## config.mk

```make
export PLATFORM = sky130hd
export DESIGN_NAME = seven_seg_scan_driver
export DESIGN_NICKNAME = d
export VERILOG_FILES = /design/src/rtl/seven_seg_scan_driver.sv
export SDC_FILE = /design/constraint.sdc
export NUM_CORES = 1
export LEC_CHECK = 0
export CAP_MARGIN = 20
export CORE_MARGIN = 5
export CORE_UTILIZATION = 56
export DETAILED_ROUTE_END_ITERATION = 10
export DONT_BUFFER_PORTS = 1
export GPL_ROUTABILITY_DRIVEN = 0
export GPL_TIMING_DRIVEN = 0
export PLACE_DENSITY = 0.8
export RECOVER_POWER = 50
export SYNTH_ARGS = -nofsm -noshare
export SYNTH_HDL_FRONTEND = slang
export SYNTH_SLANG_ARGS = --single-unit
```

## constraint.sdc

```tcl
create_clock -name clk -period 1.74 [get_ports clk]
set_input_delay 0 -clock clk [delete_from_list [all_inputs] [get_ports clk]]
set_output_delay 0 -clock clk [all_outputs]
set_load 0.01 [all_outputs]
```

## src/rtl/seven_seg_scan_driver.sv

```systemverilog
// seven_seg_scan_driver: time-multiplexed N-digit common-anode 7-seg driver with hex decode; ports clk/rst, value/dp_in/digit_en/load in, seg/dp/anode/slot_tick out (all active-low except slot_tick); optional LEADING_ZERO_BLANK_EN
module seven_seg_scan_driver #(
  parameter int NUM_DIGITS     = 4,
  parameter int REFRESH_CYCLES = 100000,
  parameter int BLANK_CYCLES   = 1000
) (
  input  logic                    clk,
  input  logic                    rst,
  input  logic [4*NUM_DIGITS-1:0] value,
  input  logic [NUM_DIGITS-1:0]   dp_in,
  input  logic [NUM_DIGITS-1:0]   digit_en,
  input  logic                    load,
  output logic [6:0]              seg,
  output logic                    dp,
  output logic [NUM_DIGITS-1:0]   anode,
  output logic                    slot_tick
);
  localparam int CW = $clog2(REFRESH_CYCLES);
  localparam int IW = NUM_DIGITS > 1 ? $clog2(NUM_DIGITS) : 1;
  localparam logic [111:0] HEX = {7'h0E, 7'h06, 7'h21, 7'h46, 7'h03, 7'h08, 7'h10, 7'h00,
                                  7'h78, 7'h02, 7'h12, 7'h19, 7'h30, 7'h24, 7'h79, 7'h40};
  typedef enum logic {BLANK, DRIVE} state_t;
  localparam state_t SLOT_START = BLANK_CYCLES == 0 ? DRIVE : BLANK;
  state_t                  st_q, st_d;
  logic [CW-1:0]           cnt_q, cnt_d;
  logic [IW-1:0]           idx_q, idx_d;
  logic [4*NUM_DIGITS-1:0] sh_val_q, ds_val_q;
  logic [NUM_DIGITS-1:0]   sh_dp_q, sh_en_q, ds_dp_q, ds_en_q;
  logic [6:0]              seg_q, seg_d;
  logic                    dp_q, dp_d, tick_q, wrap, lz, show;
  logic [3:0]              nib;
  logic [NUM_DIGITS-1:0]   anode_q, anode_d;
  always_comb begin
    wrap    = cnt_q == CW'(REFRESH_CYCLES - 1);
    cnt_d   = wrap ? '0 : cnt_q + 1'b1;
    idx_d   = !wrap ? idx_q : idx_q == IW'(NUM_DIGITS - 1) ? '0 : idx_q + 1'b1;
    st_d    = wrap ? SLOT_START : (st_q == BLANK && cnt_q == CW'(BLANK_CYCLES - 1)) ? DRIVE : st_q;
    nib     = ds_val_q[4*int'(idx_q) +: 4];
`ifdef LEADING_ZERO_BLANK_EN
    lz      = idx_q != '0 && (ds_val_q >> (4*int'(idx_q))) == '0;
`else
    lz      = 1'b0;
`endif
    show    = st_q == DRIVE && ds_en_q[idx_q] && !lz;
    seg_d   = show ? HEX[7*int'(nib) +: 7] : 7'h7F;
    dp_d    = show ? ~ds_dp_q[idx_q] : 1'b1;
    anode_d = show ? ~(NUM_DIGITS'(1) << idx_q) : '1;
  end
  always_ff @(posedge clk) begin
    if (rst) begin
      st_q     <= SLOT_START;
      cnt_q    <= '0;
      idx_q    <= '0;
      sh_val_q <= '0;
      sh_dp_q  <= '0;
      sh_en_q  <= '0;
      ds_val_q <= '0;
      ds_dp_q  <= '0;
      ds_en_q  <= '0;
      seg_q    <= 7'h7F;
      dp_q     <= 1'b1;
      anode_q  <= '1;
      tick_q   <= 1'b0;
    end else begin
      st_q    <= st_d;
      cnt_q   <= cnt_d;
      idx_q   <= idx_d;
      seg_q   <= seg_d;
      dp_q    <= dp_d;
      anode_q <= anode_d;
      tick_q  <= wrap;
      if (load) begin
        sh_val_q <= value;
        sh_dp_q  <= dp_in;
        sh_en_q  <= digit_en;
      end
      if (wrap) begin
        ds_val_q <= sh_val_q;
        ds_dp_q  <= sh_dp_q;
        ds_en_q  <= sh_en_q;
      end
    end
  end
  assign seg       = seg_q;
  assign dp        = dp_q;
  assign anode     = anode_q;
  assign slot_tick = tick_q;
endmodule

```

==> impl_metrics.toml <==
[outcome]
status = "finished with violations"
violations = "setup timing"

[sta]
fin_tns_setup_ns = -0.467
post-route-period-util_pct = 106
skew_ns = 0.0139
setup_violations = 8
relSlewSlack_pct = 47.2
maxSlewViolCount = 0
timing.final.ws_setup_ns = -0.0985
rsz0062_at_grt = "yes"
fmax_ghz = 0.544
hold_violations = 0
min_period_ns = 1.84
worstMarginPinSlew_ns = 0.792

[synthesis]
synth.avg_cell_area_um2 = 10.9
ys_warn_count = 0
synth_top_cell_by_area = "dfxtp_1"
syn_area_um2 = 3250
yosysTopAreaCellShare_pct = 49.9
synthCells = 299
syn_nets = 338
ys_ff_latch = 81
synth-edff-count = 0
ys.flop_type = "dfxtp_1"
async_reset_ff_share_pct = 0
synth_area_leaders = "dfxtp_1, mux2i_1, a22o_1"
synth.distinct_cells = 44
yosysSeqAreaShare_pct = 49.9

[placed_design]
place_ws_ns = -0.271
port_buffers = 0
place_inst = 371
hpwl_um = 4430

[global_route]
overflow = 0
grt_first_pass_wirelength_um = 12500
globalRouteTotalUtil_pct = 21.7
grt_pass1_vias = 2545
antenna_found_initial = 0
grt_max_degree = 14

[critical_path]
critical_path.max_fanout = 5
r2r-start = "idx_q[0]$_SDFFE_PP0N_"
cpPeakStageDelay_ns = 0.64
reg2reg_slack_ns = -0.1
end_kind = "flop"
required_ns = 1.96
crit_arrival_ns = 2.06
worstSetupPathType = "flop to flop"
startpoint = "idx_q[0]$_SDFFE_PP0N_"
worstPathCellList = "buf_8 > mux4_2 > ha_4 > nor2b_4 > a21oi_2 > o221ai_1"
start_kind = "flop"
crit_end = "seg[6]$_SDFF_PP1_"
worst_path_max_delay_cell = "mux4_2"
reg2reg_depth = 6
r2r_end = "seg[6]$_SDFF_PP1_"

[min_path]
hold_depth = 2
hp-class = "primary input to flop"

[run]
max_cap_viol_count = 0

[route]
wirelength_um = 7480
dr.first_iter.drc_count = 161
routed_via_density = 5.68
firstDrtPassIters = 4
ant_nets = 0
vias = 2454
drcViolationCount = 0
wl_per_cell_um = 17.3

[finish]
layout-drive-gt1-share_pct = 24.2
instances_no_fill = 432
syn_to_final_growth_pct = 29.1
diodes = 0
most-common-layout-cells = "dfxtp_1, nor2_1, a22o_1"
final_nets = 395
final_common_cell = "dfxtp_1"

[clock_network]
clk_pin_slew_ns = 0.09
cts_buffer_depth = 2
insertion_delay_ns = 0.35
root_buffer = "clkbuf_8"
cts.sinks = 81
h-tree-depth = 3
tritoncts = "done"
cts_buffers = 9

[floorplanning]
fp-row-count = 27
start_util_pct = 58.3
dieArea_um2 = 7430
die_w_um = 86.2
io_pins = 40
core_area_um2 = 5570
die_h_um = 86.2

[power]
ir_worst_vdd_v = 0.000730
p_per_area_nw_per_um2 = 869
p_leak_nw = 1.66
-- critical path: cells and delay by family, from the launching register on --
family	cells	cell delay (ns)
adders and majority gates	1	0.22
DFF	1	0.35
buffers and inverters	1	0.13
and+or+nand+nor	1	0.13
muxes	1	0.64
AOI/OAI and AO/OA	2	0.24
-- per-stage QoR --
step	utilization, %	power, mW	hold WS [ns]	area, um2
after floorplan	-	2.05	0.147	3270
after detailed placement	60.2	2.08	0.157	3360
after global placement	60.2	2.07	0.148	3360
after global routing	75.3	3.79	0.103	4200
after CTS	73.8	3.64	0.0613	4120
final	75.3	3.65	0.0697	4200
-- layout make-up --
class	instances	area, um2
plain buffers	19	139
fillers	361	1380
well taps	72	90.1
inverters	7	31.3
multi-input cells	192	1650
clock inverters	4	76.3
repair buffers	46	432
clock buffers	11	151
flip-flops and latches	81	1630
-- Yosys cell counts, types with 5 or more instances --
cell type	number
ha_1	12
mux2i_1	26
nor2_1	40
inv_1	7
buf_2	8
dfxtp_1	81
nand2_1	16
a22o_1	26
a21oi_1	6
mux4_2	6
xor2_1	11
clkbuf_1	5
-- worst min-delay path by stage --
stage	from	endpoint
floorplan	dp_in[0]	sh_dp_q[0]$_SDFFE_PP0P_
global placement	value[12]	sh_val_q[12]$_SDFFE_PP0P_
detailed placement	value[4]	sh_val_q[4]$_SDFFE_PP0P_
CTS	rst	sh_en_q[3]$_SDFFE_PP0P_
global route	rst	sh_en_q[3]$_SDFFE_PP0P_
finish	rst	sh_en_q[3]$_SDFFE_PP0P_
-- power breakdown --
group	internal [mW]	switching [mW]	leakage, nW	total, mW
combinational	0.0930	0.0816	0.882	0.175
sequential	1.89	0.0294	0.661	1.92
clock	0.881	0.670	0.112	1.55
total	2.87	0.781	1.66	3.65
-- flip-flops by register name, summed over array words and instances (netlist names) --
| signal | cells |
|---|---|
| idx_q | 2 |
| anode | 4 |
| st_q | 1 |
| ds_dp_q | 4 |
| slot_tick | 1 |
| sh_en_q | 4 |
| seg | 7 |
| ds_en_q | 4 |
| sh_dp_q | 4 |
| sh_val_q | 16 |
| dp | 1 |
| ds_val_q | 16 |
| cnt_q | 17 |
-- metal layers --
layer / up-vias / global-route usage [%] / routed length [um]
met5: - / 0 / 0
met4: 0 / 8.36 / 154
met3: 14 / 6.46 / 379
met2: 71 / 36.3 / 3710
li1: 1182 / - / -
met1: 1187 / 26.4 / 3240
-- repair_timing --
item / in CTS / in global routing
hold endpoints to repair: 25 / 0
pin swaps: 13 / 10
setup endpoints to repair: 45 / 49
gates cloned: 1 / 1
setup buffers: 16 / 3
hold buffers: 25 / 0
resized for setup: 30 / 23
-- cells by family after synthesis --
kind of cell | share of synthesized area, %
flip-flops | 49.9
buffers and inverters | 4.12
AO/OA/AOI/OAI | 11.5
XOR/XNOR | 3.23
adder cells (fa/ha/maj) | 4.62
AND/OR/NAND/NOR | 14.1
multiplexers | 12.5
(Power assumes the default switching activity.)
